--- src/rtl/rv32i_multicycle_ctrl_pkg.sv ---
// Shared encodings for the RV32I multi-cycle control sequencer.
// Opcodes, immediate-type selects, FSM states and datapath mux codes.
package rv32i_multicycle_ctrl_pkg;

   localparam logic [6:0] OPC_LUI    = 7'b0110111;
   localparam logic [6:0] OPC_AUIPC  = 7'b0010111;
   localparam logic [6:0] OPC_JAL    = 7'b1101111;
   localparam logic [6:0] OPC_JALR   = 7'b1100111;
   localparam logic [6:0] OPC_BRANCH = 7'b1100011;
   localparam logic [6:0] OPC_LOAD   = 7'b0000011;
   localparam logic [6:0] OPC_STORE  = 7'b0100011;
   localparam logic [6:0] OPC_OPIMM  = 7'b0010011;
   localparam logic [6:0] OPC_OP     = 7'b0110011;

   localparam logic [2:0] IMM_NONE = 3'b000;
   localparam logic [2:0] IMM_I    = 3'b001;
   localparam logic [2:0] IMM_U    = 3'b010;
   localparam logic [2:0] IMM_B    = 3'b011;
   localparam logic [2:0] IMM_S    = 3'b100;
   localparam logic [2:0] IMM_J    = 3'b101;
   localparam logic [2:0] IMM_IALU = 3'b110;

   localparam logic [1:0] PC_4   = 2'd0;
   localparam logic [1:0] PC_IMM = 2'd1;
   localparam logic [1:0] PC_JR  = 2'd2;

   localparam logic [1:0] WB_ALU = 2'd0;
   localparam logic [1:0] WB_MEM = 2'd1;
   localparam logic [1:0] WB_PC4 = 2'd2;

   localparam logic [1:0] ALU_ADD   = 2'd0;
   localparam logic [1:0] ALU_FUNCT = 2'd1;
   localparam logic [1:0] ALU_PASSB = 2'd2;

   typedef enum logic [2:0] {
      S_IDLE   = 3'd0,
      S_FETCH  = 3'd1,
      S_DECODE = 3'd2,
      S_EXEC   = 3'd3,
      S_MEM    = 3'd4,
      S_WB     = 3'd5,
      S_TRAP   = 3'd6
   } state_t;

   typedef enum logic [3:0] {
      C_NONE, C_LUI, C_AUIPC, C_JAL, C_JALR,
      C_BRANCH, C_LOAD, C_STORE, C_OPIMM, C_OP
   } cls_t;

endpackage

--- src/rtl/rv32i_opcode_dec.sv ---
// Combinational opcode decoder: legality, immediate type and
// instruction class for the control FSM.
module rv32i_opcode_dec
   import rv32i_multicycle_ctrl_pkg::*;
(
   input  logic [6:0] i_opcode,
   output logic       o_legal,
   output logic [2:0] o_imm_type,
   output cls_t       o_cls
);

   always_comb begin
      o_legal    = 1'b1;
      o_imm_type = IMM_NONE;
      o_cls      = C_NONE;
      case (i_opcode)
         OPC_LUI:    begin o_imm_type = IMM_U;    o_cls = C_LUI;    end
         OPC_AUIPC:  begin o_imm_type = IMM_U;    o_cls = C_AUIPC;  end
         OPC_JAL:    begin o_imm_type = IMM_J;    o_cls = C_JAL;    end
         OPC_JALR:   begin o_imm_type = IMM_I;    o_cls = C_JALR;   end
         OPC_BRANCH: begin o_imm_type = IMM_B;    o_cls = C_BRANCH; end
         OPC_LOAD:   begin o_imm_type = IMM_I;    o_cls = C_LOAD;   end
         OPC_STORE:  begin o_imm_type = IMM_S;    o_cls = C_STORE;  end
         OPC_OPIMM:  begin o_imm_type = IMM_IALU; o_cls = C_OPIMM;  end
         OPC_OP:     begin o_imm_type = IMM_NONE; o_cls = C_OP;     end
         default:    o_legal = 1'b0;
      endcase
   end

endmodule

--- src/rtl/rv32i_multicycle_ctrl.sv ---
// Multi-cycle FETCH/DECODE/EXEC/MEM/WB sequencer for the RV32I datapath,
// sharing one memory port between instruction fetch and load/store.
module rv32i_multicycle_ctrl
   import rv32i_multicycle_ctrl_pkg::*;
#(
   parameter int TIMEOUT = 255,
   parameter int TO_W    = 8
) (
   input  logic        clk,
   input  logic        rst_n,
   input  logic [31:0] inst,
   input  logic        br_taken,
   input  logic        mem_ready,
   output logic        mem_req,
   output logic        mem_we,
   output logic        mem_addr_sel,
   output logic        ir_we,
   output logic        pc_we,
   output logic [1:0]  pc_src,
   output logic [2:0]  imm_type,
   output logic        alu_a_sel,
   output logic        alu_b_sel,
   output logic [1:0]  alu_op_sel,
   output logic        rf_we,
   output logic [1:0]  wb_sel,
   output logic        illegal,
   output logic [31:0] instret,
   output logic [2:0]  state
);

   state_t          r_state;
   state_t          w_next;
   logic [TO_W-1:0] r_to;
   logic [31:0]     r_instret;
   logic            r_illegal;
   logic            w_legal;
   logic [2:0]      w_imm;
   cls_t            w_cls;
   logic            w_retire;
   logic            w_to_hit;
   logic            w_pc_we;
   logic            w_rf_we;
   logic            w_unused;

   assign w_unused = ^inst[31:7];

   rv32i_opcode_dec u_dec (
      .i_opcode   (inst[6:0]),
      .o_legal    (w_legal),
      .o_imm_type (w_imm),
      .o_cls      (w_cls)
   );

   // ready in the deadline cycle still completes the access
   assign w_to_hit = (TIMEOUT != 0) && (r_to == TO_W'(TIMEOUT))
                     && !mem_ready;

   always_comb begin
      w_next       = r_state;
      mem_req      = 1'b0;
      mem_we       = 1'b0;
      mem_addr_sel = 1'b0;
      ir_we        = 1'b0;
      w_pc_we      = 1'b0;
      pc_src       = PC_4;
      imm_type     = IMM_NONE;
      alu_a_sel    = 1'b0;
      alu_b_sel    = 1'b0;
      alu_op_sel   = ALU_ADD;
      w_rf_we      = 1'b0;
      wb_sel       = WB_ALU;
      w_retire     = 1'b0;

      if (r_state inside {S_DECODE, S_EXEC, S_MEM, S_WB})
         imm_type = w_imm;

      // operand selects stay stable until the result is consumed
      if (r_state inside {S_EXEC, S_MEM, S_WB}) begin
         case (w_cls)
            C_LOAD, C_STORE: alu_b_sel = 1'b1;
            C_OPIMM: begin
               alu_b_sel  = 1'b1;
               alu_op_sel = ALU_FUNCT;
            end
            C_OP:    alu_op_sel = ALU_FUNCT;
            C_LUI: begin
               alu_b_sel  = 1'b1;
               alu_op_sel = ALU_PASSB;
            end
            C_AUIPC: begin
               alu_a_sel = 1'b1;
               alu_b_sel = 1'b1;
            end
            default: ;
         endcase
      end

      case (r_state)
         S_IDLE:   w_next = S_FETCH;
         S_FETCH: begin
            mem_req = 1'b1;
            ir_we   = mem_ready;
            if (mem_ready)     w_next = S_DECODE;
            else if (w_to_hit) w_next = S_TRAP;
         end
         S_DECODE: w_next = w_legal ? S_EXEC : S_TRAP;
         S_EXEC: begin
            case (w_cls)
               C_BRANCH: begin
                  w_pc_we  = 1'b1;
                  pc_src   = br_taken ? PC_IMM : PC_4;
                  w_retire = 1'b1;
                  w_next   = S_FETCH;
               end
               C_JAL, C_JALR: begin
                  w_rf_we  = 1'b1;
                  wb_sel   = WB_PC4;
                  w_pc_we  = 1'b1;
                  pc_src   = (w_cls == C_JAL) ? PC_IMM : PC_JR;
                  w_retire = 1'b1;
                  w_next   = S_FETCH;
               end
               C_LOAD, C_STORE: w_next = S_MEM;
               C_NONE:          w_next = S_TRAP;
               default:         w_next = S_WB;
            endcase
         end
         S_MEM: begin
            mem_req      = 1'b1;
            mem_addr_sel = 1'b1;
            mem_we       = (w_cls == C_STORE);
            if (mem_ready) begin
               if (w_cls == C_STORE) begin
                  w_pc_we  = 1'b1;
                  w_retire = 1'b1;
                  w_next   = S_FETCH;
               end else begin
                  w_next = S_WB;
               end
            end else if (w_to_hit) begin
               w_next = S_TRAP;
            end
         end
         S_WB: begin
            w_rf_we  = 1'b1;
            wb_sel   = (w_cls == C_LOAD) ? WB_MEM : WB_ALU;
            w_pc_we  = 1'b1;
            w_retire = 1'b1;
            w_next   = S_FETCH;
         end
         S_TRAP:   w_next = S_TRAP;
         default:  w_next = S_IDLE;
      endcase
   end

   assign pc_we   = w_pc_we & rst_n;
   assign rf_we   = w_rf_we & rst_n;
   assign illegal = r_illegal;
   assign instret = r_instret;
   assign state   = r_state;

   always_ff @(posedge clk) begin
      if (!rst_n) begin
         r_state   <= S_IDLE;
         r_to      <= '0;
         r_instret <= '0;
         r_illegal <= 1'b0;
      end else begin
         r_state <= w_next;
         if (w_next != r_state || !mem_req || mem_ready)
            r_to <= '0;
         else
            r_to <= r_to + TO_W'(1);
         if (w_retire)
            r_instret <= r_instret + 32'd1;
         if (w_next == S_TRAP)
            r_illegal <= 1'b1;
      end
   end

endmodule

--- config.mk ---
export PLATFORM = sky130hd
export DESIGN_NAME = rv32i_multicycle_ctrl
export DESIGN_NICKNAME = d
export VERILOG_FILES = /design/src/rtl/rv32i_multicycle_ctrl_pkg.sv /design/src/rtl/rv32i_opcode_dec.sv /design/src/rtl/rv32i_multicycle_ctrl.sv
export SDC_FILE = /design/constraint.sdc
export NUM_CORES = 1
export LEC_CHECK = 0
export ABC_AREA = 1
export BUFFER_PORTS_ARGS = -buffer_cell sky130_fd_sc_hd__buf_2
export CORE_ASPECT_RATIO = 0.9
export CORE_MARGIN = 2
export CORE_UTILIZATION = 35
export DETAILED_ROUTE_END_ITERATION = 7
export PLACE_DENSITY = 0.54
export SLEW_MARGIN = 40
export SYNTH_ARGS = -nofsm -noshare
export SYNTH_HDL_FRONTEND = slang
export SYNTH_SLANG_ARGS = --single-unit
--- constraint.sdc ---
create_clock -name clk -period 1.65 [get_ports clk]
set_input_delay 0.33 -clock clk [delete_from_list [all_inputs] [get_ports clk]]
set_output_delay 0.33 -clock clk [all_outputs]
set_load 0.01 [all_outputs]
Word level (Yosys, flattened, before mapping) --
Cells that the tools add are included. Widths: inputs -> output; s select.
Word-level totals: logic and storage cells 90, output and inout bits 53, flip-flop bits (word level) 44
Operators by class: bitwise operators 3, reduce and logical (&&, ||, !) cells 20, muxes and demuxes 34, equal/unequal tests 27, add/subtract/negate cells 2
Operator list (number):
- $pmux 3 s6 | 2
- $pmux 4 s9 | 1
- $add 32x1->32 const B | 1
- $eq 7x6->1 const B | 3
- $eq 7x7->1 const B | 3
- $mux 3 | 6
- $eq 4x3->1 const B | 4
- $reduce_or 2->1 | 8
- $mux 1 | 15
- $eq 7x5->1 const B | 2
- $eq 3x3->1 const B | 4
- $pmux 2 s2 | 3
- $pmux 3 s3 | 1
- $reduce_or 9->1 | 1
- $add 8x1->8 const B | 1
- $eq 4x2->1 const B | 2
- $eq 4x4->1 const B | 2
- $eq 8x8->1 const B | 1
- $mux 2 | 4
- $eq 7x2->1 const B | 1
- $eq 3x2->1 const B | 2
- $reduce_or 5->1 | 1
- $eq 4x1->1 const B | 1
- $logic_not 4->1 | 1
- 13 further kinds | 16

Logic depth before layout (Yosys ltp) --
Gate-level depths: netlist (run 1).
depth after elaboration 10, depth in mapped cells 10

By module --
From an unflattened synthesis (run 1), not the netlist that was laid out.
Unflattened totals: cell total of the unflattened synthesis 533, area, all modules 3123.0 um^2
Modules (own cells, without submodules):
- rv32i_multicycle_ctrl | instances 1, area each 2897.8 um^2, cells an instance 484
- rv32i_opcode_dec | instances 1, area each 225.2 um^2, cells an instance 49

Least setup slack after synthesis (run 1) --
No wires, ideal clock.
path kind register -> output, start point reg r_state[1], in the netlist state[1], end point out pc_src[0], path slack 0.043 ns, arrival 1.277 ns, cell stages (with the launch flop) 6, data required time 1.320 ns, cell sequence dfxtp_1 -> inv_1 -> nor2_2 -> nand2_2 -> buf_4 -> a21oi_1
Between the ends: word-level cells in the longest chain between the ends 2
Ends and longest elaborated chain:
- start: declaration | RTL line rv32i_multicycle_ctrl.sv:31 | state_t r_state;
- start signal: assignment | RTL line rv32i_multicycle_ctrl.sv:169 | r_state <= w_next;
- $eq 3x2->1 | RTL line rv32i_multicycle_ctrl.sv:98 | case (r_state)
- $mux 2 | RTL line rv32i_multicycle_ctrl.sv:98
- end: declaration | RTL line rv32i_multicycle_ctrl.sv:19 | output logic [1:0] pc_src,
Every way passes these cells.

Worst setup path after layout (run 1) --
start point reg r_state[2], in the netlist state[2], end point out rf_we
Between the ends: word-level cells in the longest chain between the ends 3, elaborated cells on any way between the ends 4, classes of those cells eq/ne: 2; mux: 1; bitwise: 1
Ends and longest elaborated chain:
- $eq 3x3->1 or $eq 3x2->1 (tied branches) | RTL line rv32i_multicycle_ctrl.sv:98
- $pmux 1 s2 * | RTL line rv32i_multicycle_ctrl.sv:98
- $and 1x1->1 * | RTL line rv32i_multicycle_ctrl.sv:157 | assign rf_we = w_rf_we & rst_n;
- end: declaration | RTL line rv32i_multicycle_ctrl.sv:24 | output logic rf_we,
Mark *: on every way between the ends. The rest lies on a longest branch, timed or not.

==> results of run 1 <==
cell type report:
| class | count | area, um2 |
|---|---|---|
| fill | 910 | 4370 |
| tap | 119 | 149 |
| sequential | 44 | 891 |
| multi-input combinational | 391 | 2100 |
| clock buffer | 6 | 72.6 |
| inverter | 57 | 221 |
| timing repair buffer | 115 | 734 |
| clock inverter | 2 | 35.0 |
layer usage:
layer / global-route usage [%] / part of all wire [%] / vias up
li1: - / - / 1827
met1: 31.6 / 49 / 1602
met2: 30.5 / 43 / 118
met3: 2.77 / 6.6 / 6
met4: 4.28 / 0.87 / 0
met5: 0 / 0 / -
registers in the layout, indices dropped and copies added, names as in the netlist:
signal and count:
illegal 1, instret 32, r_to 8, state 3
placed cells by master (no fill, tap or decap), types with 3 or more instances in the layout:
master and count:
sky130_fd_sc_hd__a21oi_1 34, sky130_fd_sc_hd__buf_2 59, sky130_fd_sc_hd__buf_4 51, sky130_fd_sc_hd__buf_6 3, sky130_fd_sc_hd__clkbuf_8 5, sky130_fd_sc_hd__dfxtp_1 38, sky130_fd_sc_hd__dfxtp_2 5, sky130_fd_sc_hd__inv_1 36
sky130_fd_sc_hd__inv_2 17, sky130_fd_sc_hd__inv_4 3, sky130_fd_sc_hd__nand2_1 146, sky130_fd_sc_hd__nand2_2 8, sky130_fd_sc_hd__nand2_4 7, sky130_fd_sc_hd__nand3_1 52, sky130_fd_sc_hd__nand3b_1 10, sky130_fd_sc_hd__nand4_1 4
sky130_fd_sc_hd__nor2_1 58, sky130_fd_sc_hd__nor2_2 12, sky130_fd_sc_hd__nor2_4 11, sky130_fd_sc_hd__nor3_1 7, sky130_fd_sc_hd__nor3_2 7, sky130_fd_sc_hd__xnor2_1 3, sky130_fd_sc_hd__xor2_1 14
repair_timing:
action | in CTS | in global routing
pin swaps | 12 | 18
cloned | 0 | 0
resized for setup | 30 | 40
setup endpoints to repair | 13 | 34
setup buffers | 6 | 3
kinds of logic after synthesis:
family | count (synthesis) | share of synthesized area [%]
AOI/OAI and AO/OA | 41 | 6.92
adders and majority gates | 3 | 1.21
xor gates and xnor gates | 17 | 4.82
and+or+nand+nor | 330 | 49.1
buffers and inverters | 69 | 9.43
DFF | 44 | 28.5
power by group through the flow:
stage	combinational [W]	sequential (W)	clock, W
after floorplan	0.000219	0.00114	0
after global placement	0.000384	0.00113	0
after detailed placement	0.000384	0.00113	0
after CTS	0.000459	0.00110	0.000874
after global routing	0.000599	0.00112	0.000920
final	0.000549	0.00111	0.000849
worst reg2reg max path: cells and delay by family, from the launching register on:
kind                      cells  cell delay [ns]
and+or+nand+nor               4             0.75
DFF                           1             0.38
xor gates and xnor gates      1             0.16
AOI/OAI and AO/OA             1             0.11
buffers and inverters         1             0.08
metrics by stage:
stage	power (W)	std cells	setup slack, ns
final	0.00251	734	-0.0435
after global routing	0.00264	734	-0.129
after CTS	0.00244	731	-0.0975
after detailed placement	0.00151	717	-0.102
after global placement	0.00151	717	-0.0890
after floorplan	0.00136	504	0.0432
worst paths after layout:
path	endpoint	slack, ns
setup / recovery	rf_we	-0.04
hold / removal	state[1]	0.30
setup reg to reg	instret[14]	0.10
hold reg to reg	r_to[0]	0.42
==> impl_metrics.xml, run 1 <==
<?xml version="1.0" encoding="UTF-8"?>
<metrics>
  <group name="worst_setup_path">
    <metric name="timing.critical_path.slowest_stage_cell" unit="">sky130_fd_sc_hd__dfxtp_2</metric>
    <metric name="timing_worst_setup_path_type" unit="">register to output port</metric>
    <metric name="cp-end-kind" unit="">output port</metric>
    <metric name="path_buf_inv" unit="">3</metric>
    <metric name="crit_required" unit="ns">1.32</metric>
    <metric name="critPathLaunchType" unit="">register</metric>
    <metric name="cells_traversed_along_the_worst_timing_path" unit="">buf_4, nand2_2, nor2_2, inv_2, a21oi_2, buf_2</metric>
    <metric name="cp_top_family" unit="">buffers and inverters</metric>
    <metric name="timing.critical_path.depth" unit="">6</metric>
    <metric name="crit_arrival" unit="ns">1.36</metric>
    <metric name="reg2regPathDepth" unit="">7</metric>
    <metric name="critical-path-max-stage-delay" unit="ns">0.35</metric>
    <metric name="critPathMaxFanout" unit="">5</metric>
    <metric name="timing.critical_path.from" unit="">state[2]</metric>
    <metric name="worst_r2r_start" unit="">instret[12]</metric>
  </group>
  <group name="worst_hold_path">
    <metric name="holdCritPathClass" unit="">input pin to register</metric>
    <metric name="worstHoldStart" unit="">rst_n</metric>
    <metric name="min_delay_path_depth" unit="">3</metric>
  </group>
  <group name="clocking">
    <metric name="h-tree-depth" unit="">2</metric>
    <metric name="cts.sink_count" unit="">44</metric>
    <metric name="clock_insertion_delay_worst_skew" unit="ns">0.30</metric>
    <metric name="ctsRootBufferMaster" unit="">sky130_fd_sc_hd__clkbuf_8</metric>
    <metric name="cts_hold_repair.buffers" unit="">0</metric>
    <metric name="clock_buffers_created_by_tritoncts" unit="">5</metric>
    <metric name="clk_transition_reported_paths" unit="ns">0.08</metric>
    <metric name="cts_tree" unit="">done</metric>
    <metric name="longest_clk_path_bufs" unit="">2</metric>
  </group>
  <group name="global_routing">
    <metric name="total_gr_overflow" unit="">0</metric>
    <metric name="grt_antenna_before_repair" unit="">0</metric>
    <metric name="number_of_global_route_vias_before_repair" unit="">3198</metric>
    <metric name="globalRouteTotalUtil" unit="%">20.6</metric>
    <metric name="grt_pass1_wl" unit="um">15700</metric>
    <metric name="grt_start_max_net_pins" unit="">31</metric>
  </group>
  <group name="timing">
    <metric name="totalNegativeSetupSlack" unit="ns">-0.134</metric>
    <metric name="max_clock_freq" unit="MHz">590</metric>
    <metric name="timing_max_transition_violations_final" unit="">0</metric>
    <metric name="worst_slack" unit="ns">-0.0435</metric>
    <metric name="worst_slew_pin_slew" unit="ns">0.366</metric>
    <metric name="timing.max_slew.rel_slack" unit="%">75.6</metric>
    <metric name="period_minus_slack" unit="ns">1.69</metric>
    <metric name="timing.clock.skew" unit="ns">0.00989</metric>
    <metric name="grt_setup_unrepaired" unit="">yes</metric>
    <metric name="report.final.setup_viol" unit="">5</metric>
    <metric name="fin_crit_sh" unit="%">103</metric>
    <metric name="holdWs" unit="ns">0.296</metric>
    <metric name="timing_hold_violations_final" unit="">0</metric>
  </group>
  <group name="die">
    <metric name="initial_core_utilization" unit="%">36.1</metric>
    <metric name="fp.coreArea" unit="um2">8570</metric>
    <metric name="die_x" unit="um">103</metric>
    <metric name="die_area" unit="um2">9600</metric>
    <metric name="ios" unit="">89</metric>
    <metric name="vert_die_dim" unit="um">93.1</metric>
    <metric name="rows" unit="">32</metric>
  </group>
  <group name="power_and_ir_drop">
    <metric name="p_int" unit="W">0.00177</metric>
    <metric name="clock_network_fraction_of_design_power" unit="%">33.8</metric>
    <metric name="ir_drop" unit="mV">0.328</metric>
    <metric name="share_comb_of_total_power" unit="%">21.9</metric>
    <metric name="sw_frac_of_total" unit="%">29.6</metric>
    <metric name="powerDensity" unit="nW/um2">598</metric>
    <metric name="leakagePower" unit="nW">1.86</metric>
    <metric name="seq_power_share" unit="%">44.3</metric>
    <metric name="power_switching" unit="W">0.000744</metric>
  </group>
  <group name="place">
    <metric name="post-dp-hpwl" unit="um">7150</metric>
    <metric name="routabilityCongestion" unit="">0.960</metric>
    <metric name="placedInstanceArea" unit="um2">3800</metric>
    <metric name="port-buffer-count" unit="">63</metric>
  </group>
  <group name="synth">
    <metric name="synthArstFlopShare" unit="%">0</metric>
    <metric name="synth_most_common_cell" unit="">sky130_fd_sc_hd__nand2_1</metric>
    <metric name="synthTopCellsByCount" unit="">sky130_fd_sc_hd__nand2_1, sky130_fd_sc_hd__nor2_1, sky130_fd_sc_hd__nand3_1</metric>
    <metric name="most_area_hungry_cell_type_in_the_yosys_netlist" unit="">sky130_fd_sc_hd__dfxtp_1</metric>
    <metric name="number_of_enable_flip_flop_cells_after_synthesis" unit="">0</metric>
    <metric name="synth_seq_area_share" unit="%">28.5</metric>
    <metric name="synth_top_area_share" unit="%">28.5</metric>
    <metric name="postSynthRegisterBits" unit="">44</metric>
    <metric name="synth.top_cells.by_area" unit="">sky130_fd_sc_hd__dfxtp_1, sky130_fd_sc_hd__nand2_1, sky130_fd_sc_hd__nand3_1</metric>
    <metric name="synth_fp_nets" unit="">543</metric>
    <metric name="netlist_area_pre_place" unit="um2">3090</metric>
    <metric name="synth_warnings" unit="">0</metric>
    <metric name="avgSynthCellArea" unit="um2">6.13</metric>
    <metric name="synth_top_flop_cell" unit="">sky130_fd_sc_hd__dfxtp_1</metric>
    <metric name="synthesis.instances" unit="">504</metric>
    <metric name="netlist-cell-type-count" unit="">31</metric>
  </group>
  <group name="routing">
    <metric name="vias" unit="">3553</metric>
    <metric name="drc_errors" unit="">0</metric>
    <metric name="routedWlPerCell" unit="um">13.3</metric>
    <metric name="routed_wl" unit="um">9750</metric>
    <metric name="postRouteAntennaNets" unit="">0</metric>
    <metric name="drt-vias-per-instance" unit="">4.84</metric>
    <metric name="drt_first_iter_violations" unit="">187</metric>
    <metric name="length_of_the_first_detailed_routing_pass_in_iterations" unit="">5</metric>
  </group>
  <group name="final_layout">
    <metric name="final_nets" unit="">653</metric>
    <metric name="stdcell_area" unit="um2">4200</metric>
    <metric name="final_core_util" unit="%">49.0</metric>
    <metric name="area_growth_syn_to_layout" unit="%">36.0</metric>
    <metric name="post_route_cells_drive_above_1_share" unit="%">33.2</metric>
    <metric name="ant_cells" unit="">0</metric>
  </group>
  <group name="outcome">
    <metric name="failed_checks" unit="">setup timing</metric>
    <metric name="outcome" unit="">finished, violations left</metric>
  </group>
  <group name="run">
    <metric name="maxCapViolCount" unit="">0</metric>
  </group>
</metrics>
Note: power is estimated with default switching activity, not from simulation.
==> run 2, diff against run 1 <==
--- a/config.mk
+++ b/config.mk
@@ -10,8 +10,10 @@
 export CORE_ASPECT_RATIO = 0.9
 export CORE_MARGIN = 2
 export CORE_UTILIZATION = 35
+export CTS_BUF_LIST = sky130_fd_sc_hd__clkbuf_4 sky130_fd_sc_hd__clkbuf_8
 export DETAILED_ROUTE_END_ITERATION = 7
 export PLACE_DENSITY = 0.54
+export SKIP_LAST_GASP = 1
 export SLEW_MARGIN = 40
 export SYNTH_ARGS = -nofsm -noshare
 export SYNTH_HDL_FRONTEND = slang
==> impl_metrics.xml, run 2 (synthesized netlist as in run 1, its figures left out) <==
<?xml version="1.0" encoding="UTF-8"?>
<metrics>
  <group name="outcome">
    <metric name="outcome" unit="">finished, violations left</metric>
    <metric name="failed_checks" unit="">setup timing</metric>
  </group>
  <group name="timing">
    <metric name="totalNegativeSetupSlack" unit="ns">-0.136</metric>
    <metric name="timing_max_transition_violations_final" unit="">0</metric>
    <metric name="grt_setup_unrepaired" unit="">yes</metric>
    <metric name="report.final.setup_viol" unit="">6</metric>
    <metric name="timing.max_slew.rel_slack" unit="%">75.8</metric>
    <metric name="timing.clock.skew" unit="ns">0.00967</metric>
    <metric name="worst_slack" unit="ns">-0.0387</metric>
    <metric name="period_minus_slack" unit="ns">1.69</metric>
    <metric name="timing_hold_violations_final" unit="">0</metric>
    <metric name="max_clock_freq" unit="MHz">592</metric>
    <metric name="worst_slew_pin_slew" unit="ns">0.363</metric>
    <metric name="holdWs" unit="ns">0.297</metric>
    <metric name="fin_crit_sh" unit="%">102</metric>
  </group>
  <group name="global_routing">
    <metric name="number_of_global_route_vias_before_repair" unit="">3198</metric>
    <metric name="grt_antenna_before_repair" unit="">0</metric>
    <metric name="grt_start_max_net_pins" unit="">31</metric>
    <metric name="total_gr_overflow" unit="">0</metric>
    <metric name="globalRouteTotalUtil" unit="%">20.6</metric>
    <metric name="grt_pass1_wl" unit="um">15700</metric>
  </group>
  <group name="routing">
    <metric name="routed_wl" unit="um">9650</metric>
    <metric name="length_of_the_first_detailed_routing_pass_in_iterations" unit="">5</metric>
    <metric name="drt-vias-per-instance" unit="">4.83</metric>
    <metric name="vias" unit="">3547</metric>
    <metric name="drc_errors" unit="">0</metric>
    <metric name="postRouteAntennaNets" unit="">0</metric>
    <metric name="drt_first_iter_violations" unit="">187</metric>
    <metric name="routedWlPerCell" unit="um">13.1</metric>
  </group>
  <group name="die">
    <metric name="fp.coreArea" unit="um2">8570</metric>
    <metric name="ios" unit="">89</metric>
    <metric name="vert_die_dim" unit="um">93.1</metric>
    <metric name="die_area" unit="um2">9600</metric>
    <metric name="die_x" unit="um">103</metric>
    <metric name="initial_core_utilization" unit="%">36.1</metric>
    <metric name="rows" unit="">32</metric>
  </group>
  <group name="clocking">
    <metric name="longest_clk_path_bufs" unit="">2</metric>
    <metric name="ctsRootBufferMaster" unit="">sky130_fd_sc_hd__clkbuf_8</metric>
    <metric name="clk_transition_reported_paths" unit="ns">0.08</metric>
    <metric name="clock_buffers_created_by_tritoncts" unit="">5</metric>
    <metric name="cts.sink_count" unit="">44</metric>
    <metric name="clock_insertion_delay_worst_skew" unit="ns">0.30</metric>
    <metric name="cts_tree" unit="">done</metric>
    <metric name="h-tree-depth" unit="">2</metric>
  </group>
  <group name="final_layout">
    <metric name="largest_register_ff_count" unit="">32</metric>
    <metric name="ant_cells" unit="">0</metric>
    <metric name="post_route_cells_drive_above_1_share" unit="%">33.0</metric>
    <metric name="mostFrequentLayoutCells" unit="">sky130_fd_sc_hd__nand2_1, sky130_fd_sc_hd__buf_2, sky130_fd_sc_hd__nor2_1</metric>
    <metric name="final_nets" unit="">653</metric>
    <metric name="layoutNonFillerInstCount" unit="">734</metric>
    <metric name="area_growth_syn_to_layout" unit="%">35.9</metric>
    <metric name="most_common_cell_after_layout_fill_and_taps_aside" unit="">sky130_fd_sc_hd__nand2_1</metric>
  </group>
  <group name="place">
    <metric name="routabilityCongestion" unit="">0.960</metric>
    <metric name="place_worst_setup_slack" unit="ns">-0.102</metric>
    <metric name="post-dp-hpwl" unit="um">7150</metric>
    <metric name="place.detailed.instances" unit="">717</metric>
    <metric name="port-buffer-count" unit="">63</metric>
  </group>
  <group name="worst_setup_path">
    <metric name="rr_endpoint" unit="">instret[14]</metric>
    <metric name="critPathMaxFanout" unit="">5</metric>
    <metric name="timing.critical_path.from" unit="">state[2]</metric>
    <metric name="timing_worst_setup_path_type" unit="">register to output port</metric>
    <metric name="cp-end-kind" unit="">output port</metric>
    <metric name="reg2regPathDepth" unit="">7</metric>
    <metric name="critPathLaunchType" unit="">register</metric>
    <metric name="reg2reg_setup_slack" unit="ns">0.12</metric>
    <metric name="crit_required" unit="ns">1.32</metric>
    <metric name="crit_arrival" unit="ns">1.36</metric>
    <metric name="timing.critical_path.to" unit="">rf_we</metric>
    <metric name="worst_r2r_start" unit="">instret[12]</metric>
  </group>
  <group name="power_and_ir_drop">
    <metric name="powerDensity" unit="nW/um2">603</metric>
    <metric name="clock_network_fraction_of_design_power" unit="%">34.2</metric>
    <metric name="seq_power_share" unit="%">44.0</metric>
    <metric name="power_switching" unit="W">0.000746</metric>
    <metric name="ir_drop" unit="mV">0.329</metric>
    <metric name="leakagePower" unit="nW">1.86</metric>
    <metric name="share_comb_of_total_power" unit="%">21.9</metric>
    <metric name="sw_frac_of_total" unit="%">29.5</metric>
    <metric name="p_int" unit="W">0.00179</metric>
  </group>
  <group name="worst_hold_path">
    <metric name="min_delay_path_depth" unit="">3</metric>
    <metric name="holdCritPathClass" unit="">input pin to register</metric>
  </group>
  <group name="run">
    <metric name="maxCapViolCount" unit="">0</metric>
  </group>
</metrics>
==> run 2: cell types whose count changed in the layout (fill, tap and decap cells not counted), sizes merged <==
cell,delta
buf,+1
clkbuf,-1
==> run 2: worst min-delay path by stage <==
stage / from / end / slack, ns
after floorplan: r_to[0] / r_to[0] / 0.42
after global placement: r_to[0] / r_to[0] / 0.43
after detailed placement: illegal / illegal / 0.44
after CTS: rst_n / state[1] / 0.29
after global routing: rst_n / state[1] / 0.29
final: rst_n / state[1] / 0.30
==> run 2: area by class of cell <==
type                       count  area, um2
fill                         910       4370
multi-input combinational    391       2100
sequential                    44        890
timing repair buffer         115        728
inverter                      57        221
tap                          119        149
clock buffer                   6       76.3
clock inverter                 2       35.0
==> run 2: per-layer routing <==
| metal | share of wire (%) | GRT usage (%) | vias to the layer above |
|---|---|---|---|
| li1 | - | - | 1827 |
| met1 | 49 | 31.6 | 1601 |
| met2 | 43 | 30.5 | 114 |
| met3 | 6.3 | 2.77 | 5 |
| met4 | 0.82 | 4.28 | 0 |
| met5 | 0 | 0 | - |
==> run 2: repair_timing <==
action	4_1_cts	5_1_grt
hold buffers	0	0
endpoints found under the setup margin	13	34
cloned	0	0
gates resized for setup	29	38
pin swaps	12	18
buffers inserted	6	3
==> run 2: metrics by stage <==
| step | utilization, % | total power, W | cell area [um2] |
|---|---|---|---|
| final | 49.0 | 0.00253 | 4200 |
| after global routing | 49.0 | 0.00266 | 4200 |
| after CTS | 47.3 | 0.00245 | 4050 |
| after detailed placement | 44.3 | 0.00151 | 3800 |
| after global placement | 44.3 | 0.00151 | 3800 |
| after floorplan | - | 0.00136 | 3090 |
==> run 2: critical path: stages (launching register included) <==
cell and delay, ns:
sky130_fd_sc_hd__dfxtp_2 0.35, sky130_fd_sc_hd__buf_4 0.14, sky130_fd_sc_hd__nand2_2 0.07, sky130_fd_sc_hd__nor2_2 0.14
sky130_fd_sc_hd__inv_2 0.07, sky130_fd_sc_hd__a21oi_2 0.14, sky130_fd_sc_hd__buf_2 0.14
==> run 2: power groups by stage <==
stage	registers, W	clock network, W	logic (W)
6_report	0.00111	0.000865	0.000554
5_1_grt	0.00112	0.000936	0.000605
4_1_cts	0.00110	0.000890	0.000456
3_3_place_gp	0.00113	0	0.000384
3_5_place_dp	0.00113	0	0.000384
2_1_floorplan	0.00114	0	0.000219
